$ cat config.mk
export PLATFORM = sky130hd
export DESIGN_NAME = qrs_window_scheduler
export DESIGN_NICKNAME = d
export VERILOG_FILES = /design/src/rtl/qrs_window_scheduler.sv
export SDC_FILE = /design/constraint.sdc
export NUM_CORES = 1
export LEC_CHECK = 0
export BUFFER_PORTS_ARGS = -buffer_cell sky130_fd_sc_hd__clkbuf_2
export CORE_UTILIZATION = 40
export CTS_CLUSTER_SIZE = 24
export DETAILED_ROUTE_END_ITERATION = 12
export GPL_TIMING_DRIVEN = 0
export RECOVER_POWER = 50
export SLEW_MARGIN = 20
export SYNTH_ARGS = -nofsm -noshare
export SYNTH_HDL_FRONTEND = slang
export SYNTH_SLANG_ARGS = --single-unit
$ cat constraint.sdc
create_clock -name i_clk -period 2.15 [get_ports i_clk]
set_input_delay 0.1075 -clock i_clk [delete_from_list [all_inputs] [get_ports i_clk]]
set_output_delay 0.1075 -clock i_clk [all_outputs]
set_load 0.005 [all_outputs]
$ cat src/rtl/qrs_window_scheduler.sv
// QRS search-window / refractory sequencer: opens a bounded peak-search window on trigger,
// reports beats with RR interval, flags empty windows. Optional RR averaging under QRS_RR_AVG_EN.
module qrs_window_scheduler #(
  parameter int QRS_WIN_LEN = 36,
  parameter int REFRACT_LEN = 72,
  parameter int RR_WIDTH    = 12
) (
  input  logic                i_clk,
  input  logic                i_rst,
  input  logic                i_ce,
  input  logic                i_enable,
  input  logic                i_qrs_trigger,
  input  logic                i_extremum_found,
  output logic                o_qrs_win_active,
  output logic                o_refractory_active,
  output logic                o_beat_valid,
  output logic [RR_WIDTH-1:0] o_rr_interval,
  output logic                o_first_beat,
  output logic                o_win_timeout,
`ifdef QRS_RR_AVG_EN
  output logic [RR_WIDTH-1:0] o_rr_avg,
`endif
  output logic [1:0]          o_state
);

  localparam logic [1:0] S_IDLE = 2'd0;
  localparam logic [1:0] S_WIN  = 2'd1;
  localparam logic [1:0] S_REFR = 2'd2;

  localparam int WW = $clog2(QRS_WIN_LEN);
  localparam int RW = $clog2(REFRACT_LEN);
  localparam logic [WW-1:0]       WIN_LAST  = WW'(QRS_WIN_LEN - 1);
  localparam logic [RW-1:0]       REFR_LAST = RW'(REFRACT_LEN - 1);
  localparam logic [RR_WIDTH-1:0] RR_MAX    = '1;

  logic [1:0]          state;
  logic [WW-1:0]       win_cnt;
  logic [RW-1:0]       refr_cnt;
  logic [RR_WIDTH-1:0] rr_cnt;
  logic                first_flag;
  logic                beat;

  assign beat                = (state == S_WIN) && i_extremum_found;
  assign o_state             = state;
  assign o_qrs_win_active    = (state == S_WIN);
  assign o_refractory_active = (state == S_REFR);

  // NOTE: state registers use non-blocking assignments so every flop samples pre-edge values.
  always_ff @(posedge i_clk or posedge i_rst) begin
    if (i_rst) begin
      state         <= S_IDLE;
      win_cnt       <= '0;
      refr_cnt      <= '0;
      rr_cnt        <= '0;
      first_flag    <= 1'b1;
      o_beat_valid  <= 1'b0;
      o_win_timeout <= 1'b0;
      o_rr_interval <= '0;
      o_first_beat  <= 1'b0;
    end else begin
      o_beat_valid  <= 1'b0;
      o_win_timeout <= 1'b0;
      if (!i_enable) begin
        // o_rr_interval deliberately holds across a disable.
        state      <= S_IDLE;
        win_cnt    <= '0;
        refr_cnt   <= '0;
        rr_cnt     <= '0;
        first_flag <= 1'b1;
      end else begin
        if (beat)
          rr_cnt <= '0;
        else if (i_ce && rr_cnt != RR_MAX)
          rr_cnt <= rr_cnt + RR_WIDTH'(1);

        case (state)
          S_IDLE: begin
            if (i_qrs_trigger) begin
              state   <= S_WIN;
              win_cnt <= '0;
            end
          end
          S_WIN: begin
            // An extremum on the final strobe wins over the timeout.
            if (i_extremum_found) begin
              state         <= S_REFR;
              refr_cnt      <= '0;
              o_beat_valid  <= 1'b1;
              o_rr_interval <= rr_cnt;
              o_first_beat  <= first_flag;
              first_flag    <= 1'b0;
            end else if (i_ce) begin
              if (win_cnt == WIN_LAST) begin
                state         <= S_IDLE;
                o_win_timeout <= 1'b1;
              end else begin
                win_cnt <= win_cnt + WW'(1);
              end
            end
          end
          S_REFR: begin
            if (i_ce) begin
              if (refr_cnt == REFR_LAST)
                state <= S_IDLE;
              else
                refr_cnt <= refr_cnt + RW'(1);
            end
          end
          default: state <= S_IDLE;
        endcase
      end
    end
  end

`ifdef QRS_RR_AVG_EN
  localparam int AW = RR_WIDTH + 3;

  logic [RR_WIDTH-1:0] hist [8];
  logic [2:0]          hist_ptr;
  logic [AW-1:0]       acc;

  // Running sum of the last eight non-first RR values; the average lags the beat by one clock.
  // NOTE: the 8-entry history is reset explicitly because stale entries would corrupt the running sum.
  always_ff @(posedge i_clk or posedge i_rst) begin
    if (i_rst) begin
      for (int i = 0; i < 8; i++) hist[i] <= '0;
      hist_ptr <= '0;
      acc      <= '0;
      o_rr_avg <= '0;
    end else if (!i_enable) begin
      for (int i = 0; i < 8; i++) hist[i] <= '0;
      hist_ptr <= '0;
      acc      <= '0;
      o_rr_avg <= '0;
    end else begin
      o_rr_avg <= RR_WIDTH'(acc >> 3);
      if (beat && !first_flag) begin
        acc            <= acc + AW'(rr_cnt) - AW'(hist[hist_ptr]);
        hist[hist_ptr] <= rr_cnt;
        hist_ptr       <= hist_ptr + 3'd1;
      end
    end
  end
`endif

endmodule

Yosys cells after proc, flatten, opt, wreduce, memory -nomap -nowiden
Index checks and enable logic that the tools add are counted.
{"block": "word_totals", "output_inout_bits": 19, "ff_bits": 43, "word_cells": 73, "input_bits": 6}
{"block": "op_classes", "n_reduce_logical": 8, "n_eq_ne": 20, "n_mux": 33, "add_sub_neg": 3}
{"cell": "12-bit two-way mux", "n": 3}
{"cell": "6-bit two-way mux", "n": 5}
{"cell": "7-bit two-way mux", "n": 4}
{"cell": "3-bit inequality test, second input constant", "n": 7}
{"cell": "2-bit two-way mux", "n": 7}
{"cell": "7-bit one-hot mux with 2 select lines", "n": 1}
{"cell": "12-bit by 1-bit adder with 12-bit output, second input constant", "n": 1}
{"cell": "12-bit inequality test, second input constant", "n": 1}
{"cell": "6-bit one-hot mux with 2 select lines", "n": 1}
{"cell": "1-bit two-way mux", "n": 11}
{"cell": "5-bit AND reduction", "n": 2}
{"cell": "3-bit by 1-bit inequality test with 1-bit output, second input constant", "n": 3}
{"cell": "7-bit by 1-bit adder with 7-bit output, second input constant", "n": 1}
{"cell": "7-bit equality test, second input constant", "n": 1}
{"cell": "6-bit by 1-bit adder with 6-bit output, second input constant", "n": 1}
{"cell": "6-bit equality test, second input constant", "n": 1}
{"cell": "2-bit one-hot mux with 3 select lines", "n": 1}
{"cell": "2-bit by 1-bit inequality test with 1-bit output, second input constant", "n": 2}
{"cell": "4-bit by 3-bit inequality test with 1-bit output, second input constant", "n": 1}
{"cell": "4-bit inequality test, second input constant", "n": 1}
{"cell": "4-bit AND reduction", "n": 1}
{"cell": "3-bit by 2-bit inequality test with 1-bit output, second input constant", "n": 1}
{"cell": "3-bit AND reduction", "n": 1}
{"cell": "2-bit by 1-bit equality test with 1-bit output, second input constant", "n": 1}
{"cell": "other kinds (4)", "n": 5}

Logic depth before layout (Yosys ltp)
Gate-level depths: netlist of the first run.
{"block": "depth", "word_depth": 6, "mapped_depth": 7, "mapped_depth_nobuf": 5}

Worst setup path before layout of the first run
Ideal clock, no wire load.
{"block": "synth_path", "kind": "register to register", "startpoint": "register win_cnt[0]", "endpoint": "register state[0] (netlist: o_state[0])", "t_arrival_ps": 1489, "path_buffers": 0, "path_stages_with_launch": 6, "synth_period_minus_slack_ps": 1614, "setup_slack_ps": 536, "required_ps": 2025, "setup_ps": 125, "cell_sequence": "dfrtp_1 -> ha_1 -> or4b_4 -> o311a_1 -> a21oi_1 -> nor3b_1"}
{"block": "synth_via", "elab_chain_cells": 3}
{"item": "from (decl)", "line": "37", "rtl": "logic [WW-1:0] win_cnt;"}
{"item": "from (signal assigned)", "line": "97", "rtl": "win_cnt <= win_cnt + WW'(1);"}
{"item": "6-bit equality test", "line": "93", "rtl": "if (win_cnt == WIN_LAST) begin"}
{"item": "4-bit by 3-bit inequality test with 1-bit output (no line)"}
{"item": "5-bit AND reduction (no line)"}
{"item": "to (signal assigned)", "line": "94", "rtl": "state <= S_IDLE;"}
{"item": "to (signal assigned)", "line": "104", "rtl": "state <= S_IDLE;"}
{"item": "to (signal assigned)", "line": "109", "rtl": "default: state <= S_IDLE;"}
{"item": "to (decl)", "line": "36", "rtl": "logic [1:0] state;"}
Every way passes these cells.
A chain may end at the register's enable or synchronous reset.

Worst setup path after layout of the first run
{"block": "layout_path", "startpoint": "register rr_cnt[0]", "endpoint": "register rr_cnt[10]"}
{"block": "layout_via", "elab_chain_cells": 4, "word_cells_on_any_way": 7, "cone_classes": "add/sub: 1; eq/ne: 2; mux: 3; reduce/logical: 1"}
{"item": "from (decl)", "line": "39", "rtl": "logic [RR_WIDTH-1:0] rr_cnt;"}
{"item": "from (signal assigned)", "line": "74", "rtl": "rr_cnt <= rr_cnt + RR_WIDTH'(1);"}
{"item": "12-bit by 1-bit adder with 12-bit output", "line": "74"}
{"item": "12-bit two-way mux", "line": "73", "rtl": "else if (i_ce && rr_cnt != RR_MAX)"}
{"item": "12-bit two-way mux", "line": "71", "rtl": "if (beat)"}
{"item": "12-bit two-way mux", "line": "63", "rtl": "if (!i_enable) begin"}
Several ways; a longest one is shown, not always the timed one. The select of a mux whose other input is x is not followed.

==> results.md, run 1 <==
Clock network:
- The H-tree generated during clock tree synthesis spans 2 levels.
- The total number of clock tree sinks is 43.
- The clock reaches the later pin of the worst-skew pair after 0.30 ns.
- The longest clock path from root to sink contains 2 buffers.
- The clock-pin slew on the worst setup and hold paths is 0.09 ns.
- The clock tree root buffer cell is clkbuf_8.
- The CTS tree is yes.
- Once the clock tree was built, the resizer swapped 0 gates to a different size.
- Clock tree synthesis inserted a total of 5 buffers.

GRT:
- The pin count of the biggest net entering global routing is 34.
- The total overflow left after global routing is 0.
- The global-route usage over all layers is 0.1840.
- The number of global-route vias before repair is 1720.
- The first global-routing pass estimated 7852 um of wire.
- The initial antenna violation count is 0.

Drt:
- The first-pass detailed-route iteration total is 4.
- The count of nets left with antenna violations once routing finished came out at 0.
- The total via count after detailed routing is 1693.
- For this block, the initial DRC count from the detailed router was 167.
- The post-route DRC violation count is 0.
- After detailed routing, the total wire length is 4437 um.
- In the final routed layout, each cell accounts on average for 13.69 um.
- The number of vias per cell is 5.225.

Worst setup path:
- The critical path launch point is rr_cnt[0].
- The worst setup path is of the register to register kind.
- For flop-to-flop paths, the worst setup slack is 0.36 ns.
- In this run the worst path has a maximum fanout of 6.
- Traced cell by cell, the critical path runs through ha_1, and2_1, nand3_1, o311ai_0, o41ai_1.
- The reg-to-reg critical path endpoint is rr_cnt[10].
- At the worst endpoint, the required time is 2.31 ns.
- The worst register-to-register path has a depth of 5.
- The data arrival time at the worst-slack endpoint is 1.95 ns.
- The critical path's slowest cell is dfrtp_1.
- The capture point of the critical path is rr_cnt[10].
- The peak per-stage delay on the critical path is 0.44 ns.
- The worst setup path is captured at a register.
- STA classifies the critical path startpoint as a register.
- The worst register-to-register path begins at rr_cnt[0].

Power:
- Cell internal power was estimated by the tool at 1.105 mW.
- The analysis attributes to net switching a power of 0.3863 mW.
- Of the total power, registers draw 0.569.
- The worst-case IR drop observed on VDD is 0.6173 mV.
- The leakage power is 1.153 nW.
- The proportion of total power due to net switching is 0.2590.
- The share of power burned in the clock network is 0.344.
- The total power per unit cell area is 611.4 nW/um^2.
- The part of the power in combinational logic is 0.088.

Synthesis:
- After synthesis, the cell types taking the most area are dfrtp_1 (49%), nand2_1 (8.6%), nand3_1 (2.8%).
- The share of synthesized cell area in full adder, half adder and majority cells is 0.01746.
- The portion of synthesized area spent on multiplexers is 0.009895.
- The share of the synthesized area in the top cell type is 0.4889.
- nand2_1 is the most common cell in the netlist.
- The commonest cells after synthesis are nand2_1 (49), dfrtp_1 (42), nand3_1 (12).
- The area share of xor/xnor cells in the synthesized design is 0.01630.
- Synthesis handed over a netlist of 222 instances.
- The number of enable-type register cells in the synthesized netlist is 0.
- The number of distinct library cells after synthesis is 57.
- In this run the cell area of the synthesized design comes to 2150 sq um.
- The share of the Yosys chip area taken by registers is 0.5012.
- The library cell occupying the most area in the post-synthesis netlist is dfrtp_1.
- The number of warnings issued by yosys is 0.
- The share of the synthesized area in compound gates (AO/OA/AOI/OAI) is 0.1653.
- In the synthesized netlist the dominant register cell turns out to be dfrtp_1.
- For this run, asynchronously set or reset flops after synthesis account for 1.000.
- After synthesis, the largest family of logic cells by area is simple AND/OR/NAND/NOR gates.
- The average instance in the mapped netlist occupies 9.683 sq um.
- Counting every net in the synthesized netlist gives 231.
- The synthesized-area fraction occupied by and/or/nand/nor cells is 0.2485.
- Synthesis inferred 43 register bits.

Outcome:
- The flow ran to the end, and the final reports show no timing, DRC or antenna violations.

STA:
- The setup total negative slack is 0 ns.
- The final hold violation count is 0.
- The worst path in the final design needs a cycle of 1.788 ns, including I/O delays and setup.
- Setup repair after global routing left no endpoint under its margin.
- Clock skew on the completed layout was measured at 0.005840 ns.
- Derived from the worst setup path, the maximum achievable clock frequency is 559.4 MHz.
- The remaining max-slew budget at the tightest pin is 0.4503.
- Of the available clock period, the critical path in the final layout requires 0.8314.
- The count of final setup violators is 0.
- The count of pins over their slew limit was 0.
- The final worst hold slack is 0.1192 ns.
- Setup slack closes at 0.3625 ns.
- For the pin with the worst max-slew slack, the measured transition is 0.8245 ns.

Finish:
- The final layout contains 262 nets.
- The final cell area excluding filler cells is 2440 sq um.
- Measured on the finished design, the core utilization comes to 0.4747.
- Of the cells placed in the final design, the portion with a size suffix greater than 1 is 0.1811.
- The area added between synthesis and finish is 13.50%.
- The number of antenna diodes in the final layout is 0.

Floorplan:
- From bottom edge to top edge, the die measures 75.31 um.
- The core region is 5140 sq um.
- The area of the die is 5671 sq um.
- For this configuration, the core starts out at a cell density of 0.4182.
- From left edge to right edge, the die measures 75.31 um.
- In this run the count of I/O pins placed on the die edge is 25.
- The count of standard-cell rows is 26.

Hold path:
- The worst hold path belongs to the class input pin to register.

Placement:
- The weighted congestion at the end of routability-driven global placement is 0.8136.
- The placement-stage cell area is 2367 sq um.
- Before CTS, the worst setup slack after placement is 0.3940 ns.
- The number of port buffers is 22.
- The post-detailed-placement half-perimeter wirelength is 3111 um.

Run:
- The number of max-cap violations is 0.
-- registers in the layout, indices dropped and copies added (netlist names) --
| signal | flops |
|---|---|
| rr_cnt | 12 |
| first_flag | 1 |
| win_cnt | 6 |
| o_beat_valid | 1 |
| o_rr_interval | 12 |
| refr_cnt | 7 |
| o_win_timeout | 1 |
| o_state | 2 |
| o_first_beat | 1 |
-- metal layers --
metal | vias up | GRT usage | part of all wire
met3 | 6 | 0.04233 | 0.030
met5 | - | 0 | 0
met1 | 798 | 0.2337 | 0.48
met2 | 30 | 0.3165 | 0.47
met4 | 0 | 0.04938 | 0.011
li1 | 859 | - | -
-- final cells by class --
cell class | count | area [sq um]
Clock buffer | 6 | 72.57
Clock inverter | 2 | 12.51
Timing Repair Buffer | 24 | 117.6
Buffer | 8 | 47.55
Sequential cell | 43 | 1077
Tap cell | 70 | 87.58
Inverter | 11 | 41.29
Multi-Input combinational cell | 160 | 983.4
Fill cell | 528 | 2700
-- metrics by stage --
step | cells | total power, mW
3_5_place_dp | 315 | 1.003
6_report | 324 | 1.492
4_1_cts | 324 | 1.517
2_1_floorplan | 222 | 0.9470
3_3_place_gp | 314 | 0.9957
5_1_grt | 324 | 1.559
-- layout by cell type, fill, tap and decap left out, types with 2 or more instances in the layout --
master / synthesis / routed
or2_2: 3 / 3
or3_1: 4 / 4
o21ai_0: 9 / 9
a211oi_1: 2 / 2
nor2_1: 6 / 6
o311ai_0: 3 / 3
a21oi_1: 5 / 5
and3_1: 6 / 6
buf_4: 2 / 2
ha_1: 3 / 3
dfrtp_1: 42 / 42
clkbuf_8: 0 / 5
xor2_1: 3 / 3
nand3_1: 12 / 12
nor3_1: 3 / 3
clkbuf_2: 0 / 17
o41ai_1: 2 / 2
nor2b_1: 2 / 2
clkbuf_1: 3 / 10
nand2_1: 49 / 49
a22oi_1: 2 / 2
nand4_1: 7 / 7
a31oi_1: 4 / 4
a311oi_1: 2 / 2
buf_2: 2 / 2
inv_1: 11 / 11
o21a_1: 3 / 3
-- how the worst min path moves through the flow --
stage | start | end | slack [ns] | depth (start not counted)
after floorplan | i_extremum_found | rr_cnt[11] | 0.31 | 3
after global placement | i_qrs_trigger | o_state[0] | 0.43 | 3
after detailed placement | i_rst | o_rr_interval[11] | 0.04 | 2
after CTS | i_qrs_trigger | o_state[0] | 0.12 | 3
after global routing | i_qrs_trigger | o_state[0] | 0.16 | 3
final | i_qrs_trigger | o_state[0] | 0.12 | 3
-- critical path: cells and delay by family (launching register included) --
family	cells	cell delay [ns]
AOI/OAI and AO/OA	2	0.52
adders and majority gates	1	0.29
DFF	1	0.44
and+or+nand+nor	2	0.41
-- power by group through the flow --
stage               clock network [mW]  registers, mW  logic [mW]
detailed placement                   0          0.864       0.139
floorplan                            0          0.863      0.0838
global route                     0.553          0.852       0.153
CTS                              0.528          0.849       0.140
global placement                     0          0.864       0.132
finish                           0.513          0.849       0.131
-- cells by family after synthesis --
kind of cell	count (synthesis)
AOI/OAI and AO/OA	46
xor gates and xnor gates	4
adders and majority gates	3
buffers and inverters	19
DFF	43
muxes	2
and+or+nand+nor	105
-- timing repair --
action	in CTS	in global routing
setup buffers	0	0
hold buffers	1	0
endpoints found under the hold margin	10	0
Power figures use the tool's default switching activity.
==> run 2, diff against run 1 <==
- clock period: 2.15 -> 1.83 ns (I/O delays scaled with it)
==> run 2 against run 1 <==
  * Utilization grew 0.68 points
  * Count of clock-buffer cells in the layout is the same
  * Highest routed layer unchanged
  * Critical endpoint is now o_state[0]
  * Total power grew 18%
  * Sequential cell count is the same
  * Largest power group unchanged
  * Non-clock buffer count stayed put
  * Clock skew about the same
  * Clock power up 17%
  * Global-route usage unchanged
  * Sequential share of layout area down 0.57 points
  * Worst setup slack got worse by 0.25 ns
==> results.md, run 2 (synthesis gave the netlist of run 1 again) <==
Power:
- Across the VDD grid, the largest voltage drop is 0.7262 mV.
- The completed layout was analyzed and its total power is 1.761 mW.
- For this design the ratio of total power to cell area is 711.5 nW/um^2.
- The leakage power is 1.172 nW.

Drt:
- The wire length per cell is 13.91 um.
- The first detailed-routing pass took 4 iterations.
- After the first detailed-routing iteration, the DRC count stood at 153.
- For this run, design rule violations remaining after detail routing come to 0.
- Detailed routing inserted a total of 1715 vias.
- After detailed routing, the number of vias per cell comes to 5.293.
- The post-detailed-route count of antenna-violating nets is 0.
- The detailed-route wire length is 4506 um.

Clock network:
- The H-tree depth is 2.
- The clock buffer count from CTS is 5.
- The deepest clock path buffer count is 2.
- The buffer count from post-CTS setup fixing is 0.
- The clock-pin slew on the worst setup and hold paths is 0.09 ns.
- The CTS tree is yes.
- The later pin in the worst-skew pair is clocked with a latency of 0.30 ns.
- The total number of clock tree sinks is 43.
- The clock tree root buffer cell is clkbuf_8.

Worst setup path:
- The worst setup path is captured at a register.
- The endpoint identified for the worst register-to-register timing path is o_state[0].
- At the worst endpoint, the arrival time is 1.90 ns.
- Measured in cells, the most critical reg-to-reg path has a length of 5.
- The buffers plus inverters on the worst setup path is 0.
- The peak per-stage delay on the critical path is 0.51 ns.
- The slowest stage of the critical path belongs to the cell or4b_4.
- The worst setup slack for register-to-register paths is 0.11 ns.
- The critical path in this run is classified as register to register.
- The cell family with the largest share of critical-path delay is simple AND/OR/NAND/NOR gates.
- Traced cell by cell, the critical path runs through ha_2, or4b_4, o311a_1, a21oi_1, nor3b_1.
- The reg-to-reg critical path startpoint is win_cnt[0].
- The critical-path maximum fanout is 4.
- STA classifies the critical path startpoint as a register.
- The worst path required time is 2.02 ns.

Hold path:
- Counting instances, the worst hold path has a depth of 3.
- The worst hold path begins at i_qrs_trigger.
- The worst min-delay path endpoint is o_state[0].
- The worst min-delay path category is input pin to register.

Finish:
- The most common library cell in the layout ignoring fill and taps is nand2_1.
- The final cell count without fillers is 324.
- Of the cells placed in the final design, the portion with a size suffix greater than 1 is 0.2008.
- The number of antenna diodes in the final layout is 0.
- Compared with the post-synthesis result, the final layout area differs by 15.13%.
- In the final layout, the registers with the most flip-flops are o_rr_interval: 12 flops, rr_cnt: 12 flops, refr_cnt: 7 flops.
- In the layout the commonest cells are nand2_1 (49), dfrtp_1 (41), clkbuf_2 (18).
- After the last flow step, the layout net total stands at 262.

STA:
- Final hold analysis gives a worst-case slack of 0.1041 ns.
- The post-route clock skew is 0.005744 ns.
- The final hold violation count is 0.
- The count of pins over their slew limit was 0.
- The maximum achievable frequency is 583.1 MHz.
- The remaining max-slew budget at the tightest pin is 0.6169.
- The worst path in the final design needs a cycle of 1.715 ns, including I/O delays and setup.
- The count of final setup violators is 0.
- The part of the cycle the worst path needs is 0.9372.
- For the pin with the worst max-slew slack, the measured transition is 0.5674 ns.

Floorplan:
- The count of standard-cell rows is 26.
- The floorplan step defined a core boundary enclosing 5140 sq um.
- The die covers 5671 sq um.
- The initial utilization of the core area, before any placement, comes to 0.4182.
- In this run the count of I/O pins placed on the die edge is 25.
- The die outline width is 75.31 um.
- The vertical die dimension is 75.31 um.

Placement:
- Routability-driven placement finished with a final weighted congestion of 0.8136.
- The number of cells in the design after placement is 315.
- The post-detailed-placement half-perimeter wirelength is 3111 um.
- Buffers placed on the I/O ports in this run total 22.

Run:
- The tool flagged a number of max-cap violations equal to 0.

GRT:
- The number of global-route vias before repair is 1720.
- The initial antenna violation count is 0.
- Across every metal layer, demand over resource in global routing totals 0.1840.
- Summed over all layers, the global routing overflow is 0.
- The wire length of the first global-routing pass is 7852 um.
- Entering global routing, the biggest net connects 34 pins.

Outcome:
- The run finished with clean final reports.
## run 2: through the flow
step                setup slack (ns)  area, sq um    util   TNS (ns)
floorplan                     0.2156         2150       -          0
global placement             0.09322         2347  0.4567          0
detailed placement           0.07397         2367  0.4606          0
CTS                          0.04886         2462  0.4791          0
global route               -0.005825         2475  0.4815  -0.005825
finish                        0.1149         2475  0.4815          0
## run 2: area by class of cell
type	instances	area, sq um
Fill cell	526	2665
Sequential cell	43	1079
Multi-Input combinational cell	160	999.7
Timing Repair Buffer	24	133.9
Tap cell	70	87.58
Clock buffer	6	72.57
Buffer	8	48.80
Inverter	11	41.29
Clock inverter	2	12.51
## run 2: worst max path at each step
stage,startpoint,to,slack [ns],depth (start not counted)
5_1_grt,win_cnt[0],o_state[0],-0.006,5
6_report,win_cnt[0],o_state[0],0.11,5
2_1_floorplan,win_cnt[0],o_state[0],0.22,5
3_5_place_dp,rr_cnt[0],rr_cnt[10],0.07,5
3_3_place_gp,o_state[0],o_rr_interval[2],0.09,6
4_1_cts,o_state[0],o_rr_interval[0],0.05,6
## run 2: report_power, final
group          internal (mW)  leakage, nW  switching [mW]  total [mW]
clock network          0.267       0.0412           0.335       0.602
registers              0.977        0.590          0.0203       0.998
logic                 0.0607        0.541           0.101       0.161
## run 2: tightest hold or removal path, delay by kind of cell
kind,cells,cell delay [ns]
compound gates,1,0.13
buf+inv,1,0.09
simple gates,1,0.05
## run 2: routing by layer
| metal | routed length (um) | global-route usage | up-vias |
|---|---|---|---|
| met5 | 0 | 0 | - |
| met3 | 125 | 0.04233 | 6 |
| met1 | 2178 | 0.2337 | 823 |
| met4 | 49 | 0.04938 | 0 |
| met2 | 2153 | 0.3165 | 28 |
| li1 | - | - | 858 |
## run 2: what timing repair did
| item | CTS | global route |
|---|---|---|
| resized for setup | 0 | 7 |
| setup endpoints to repair | 0 | 15 |
| hold buffers | 1 | 0 |
| hold endpoints to repair | 10 | 0 |
==> run 3, diff against run 2 <==
- CORE_UTILIZATION: 40 -> 50
- PLACE_DENSITY: not set -> 0.7
==> run 3 against run 2 <==
  * Non-clock buffer count unchanged
  * Design area down 0.91%
  * Via count up 0.47%
  * Register-to-register slack about the same
  * First-iteration DRC count down 31%
  * Clock skew up 0.0064 ns
==> results.md, run 3 (synthesis gave the netlist of run 1 again) <==
Power:
- The maximum ir drop on the vdd rail is 0.3149 mV.
- The leakage power is 1.186 nW.
- In this run the power density over the cells is 726.5 nW/um^2.

Floorplan:
- The area of the die is 4565 sq um.
- The starting utilization of the core area is 0.5298.
- For this design the top-level I/O count stands at 25.
- The area of the core is 4058 sq um.
- From bottom edge to top edge, the die measures 67.57 um.
- The die is 67.57 um wide.
- The count of standard-cell rows is 23.

Finish:
- In the layout the commonest cells are nand2_1 (49), dfrtp_1 (42), clkbuf_2 (21).
- Leaving out fill and tap cells, the most frequent cell in the layout is nand2_1.
- In the final layout, the share of cells above drive strength 1 is 0.2087.
- The area occupied by registers is 1077 sq um.
- Compared with the post-synthesis result, the final layout area differs by 14.09%.
- The total area of multi-input combinational cells is 1010 sq um.
- The final core area utilization is 0.6044.
- The filler cell count is 355.
- The net count of the finished layout is 262.
- The antenna diode instance count is 0.
- The largest registers in the layout are o_rr_interval: 12 flops, rr_cnt: 12 flops, refr_cnt: 7 flops.

STA:
- In the post-route analysis, the smallest setup slack over all paths is 0.1179 ns.
- The part of the cycle the worst path needs is 0.9356.
- For this run, the top clock speed supported by timing is 584.1 MHz.
- The post-route clock skew is 0.01215 ns.
- Summed over all failing endpoints, the final setup total negative slack is 0 ns.
- The remaining max-slew budget at the tightest pin is 0.5298.
- The count of pins over their slew limit was 0.
- The worst path in the final design needs a cycle of 1.712 ns, including I/O delays and setup.
- Setup repair after global routing left no endpoint under its margin.
- The transition time at the pin with the least slew margin is 0.7045 ns.
- The final hold violation count came to 0.
- The count of final setup violators is 0.

Placement:
- The worst-case setup slack after placement is 0.06539 ns.
- The congestion estimate from routability-driven global placement came to 0.8535.
- Once detailed placement completed, the half-perimeter wirelength came to 2931 um.
- Input and output buffers added on the ports amount to 22.

Worst setup path:
- The data arrival time at the worst-slack endpoint is 1.90 ns.
- The peak per-stage delay on the critical path is 0.52 ns.
- Among all stages on the critical path, the largest delay is contributed by or4b_4.
- The category of the critical setup timing path is register to register.
- For the worst setup path, the data required time is 2.01 ns.
- Along the worst path, the maximum fanout reaches 5.
- The worst setup path is launched from a register.
- Traced cell by cell, the critical path runs through ha_1, or4b_4, o211ai_2, or3b_2, nand3_1.
- The kind of end point of the critical path is a register.

GRT:
- The number of global-route vias before repair is 1632.
- The pin count of the biggest net entering global routing is 26.
- The initial antenna violation count was 0.
- The first global-routing pass estimated 7314 um of wire.
- The global-route usage over all layers is 0.2172.
- The total overflow reported by the global router is 0.

Clock network:
- In this run, CTS created clock tree buffers numbering 5.
- Clock tree synthesis found a total of 43 sinks.
- TritonCTS built the clock tree.
- The source-to-sink clock delay at the later pin of the worst-skew pair is 0.30 ns.
- The buffer count from post-CTS setup fixing is 0.
- No sink is reached through more buffers than the 2 on the longest clock path.
- The cell sitting at the root of the clock tree is a clkbuf_8.
- The H-tree depth is 2.
- The clock-pin slew on the worst setup and hold paths is 0.08 ns.

Drt:
- The first-pass detailed-route iteration total is 4.
- After detailed routing, the average wire length per cell comes to 14.00 um.
- The final route contains 1723 vias.
- In this run the remaining antenna-violating nets after routing total 0.
- For this block, the routed nets add up to 4256 um of wire.
- The post-route DRC violation count is 0.
- After the first detailed-routing iteration, the DRC count stood at 105.
- Dividing the detail-routed via count by the number of cells gives 5.668.

Run:
- Max-cap violations in this run came to 0.

Hold path:
- The path class of the tightest hold or removal check is input pin to register.

Outcome:
- The run finished with clean final reports.
[run 3: cell count changes in the layout (fill, tap and decap cells not counted), sizes merged]
cell      change
clkbuf        +2
buf           -1
clkinvlp      -1
[run 3: area by class of cell]
type	count	share of cell area
repair buffers	24	0.04949
plain buffers	8	0.01990
multi-input cells	160	0.4117
clock inverters	1	0.002041
flip-flops and latches	43	0.4393
clock buffers	7	0.03520
well taps	50	0.02551
inverters	11	0.01684
[run 3: layer usage]
| metal | GRT usage | vias up | wire length, um |
|---|---|---|---|
| met1 | 0.2790 | 818 | 2058 |
| li1 | - | 863 | - |
| met2 | 0.3453 | 35 | 1996 |
| met5 | 0 | - | 0 |
| met4 | 0.1011 | 0 | 73 |
| met3 | 0.04730 | 7 | 128 |
[run 3: stage by stage]
step	cells	power, mW	hold WS, ns	area (sq um)
6_report	304	1.782	0.1065	2452
4_1_cts	304	1.804	0.09356	2444
3_5_place_dp	295	1.175	0.09622	2342
3_3_place_gp	294	1.167	0.4197	2322
2_1_floorplan	222	1.113	0.2964	2150
5_1_grt	304	1.863	0.1094	2452
[run 3: worst paths after layout]
kind,start,end,slack (ns),cells after the start
hold reg to reg,o_rr_interval[11],o_rr_interval[11],0.47,2
setup / recovery,win_cnt[0],win_cnt[2],0.12,5
min in group asynchronous,i_rst,o_rr_interval[7],0.43,3
hold / removal,i_qrs_trigger,o_state[0],0.11,3
setup reg to reg,win_cnt[0],win_cnt[2],0.12,5
max in group asynchronous,i_rst,rr_cnt[10],0.34,4
[run 3: critical path, delay by kind of cell, from the launching register on]
kind	cells	cell delay [ns]
adders and majority gates	1	0.21
and+or+nand+nor	3	0.75
DFF	1	0.39
AOI/OAI and AO/OA	1	0.26
[run 3: timing repair]
action,in CTS,in global routing
endpoints found under the hold margin,18,0
endpoints found under the setup margin,0,14
resized for setup,0,7
hold buffers,1,0
[run 3: power breakdown]
group	switching, mW	internal, mW	leakage, nW	total (mW)
Sequential	0.0182	0.977	0.591	0.995
Clock	0.324	0.305	0.0482	0.629
Combinational	0.0991	0.0586	0.546	0.158
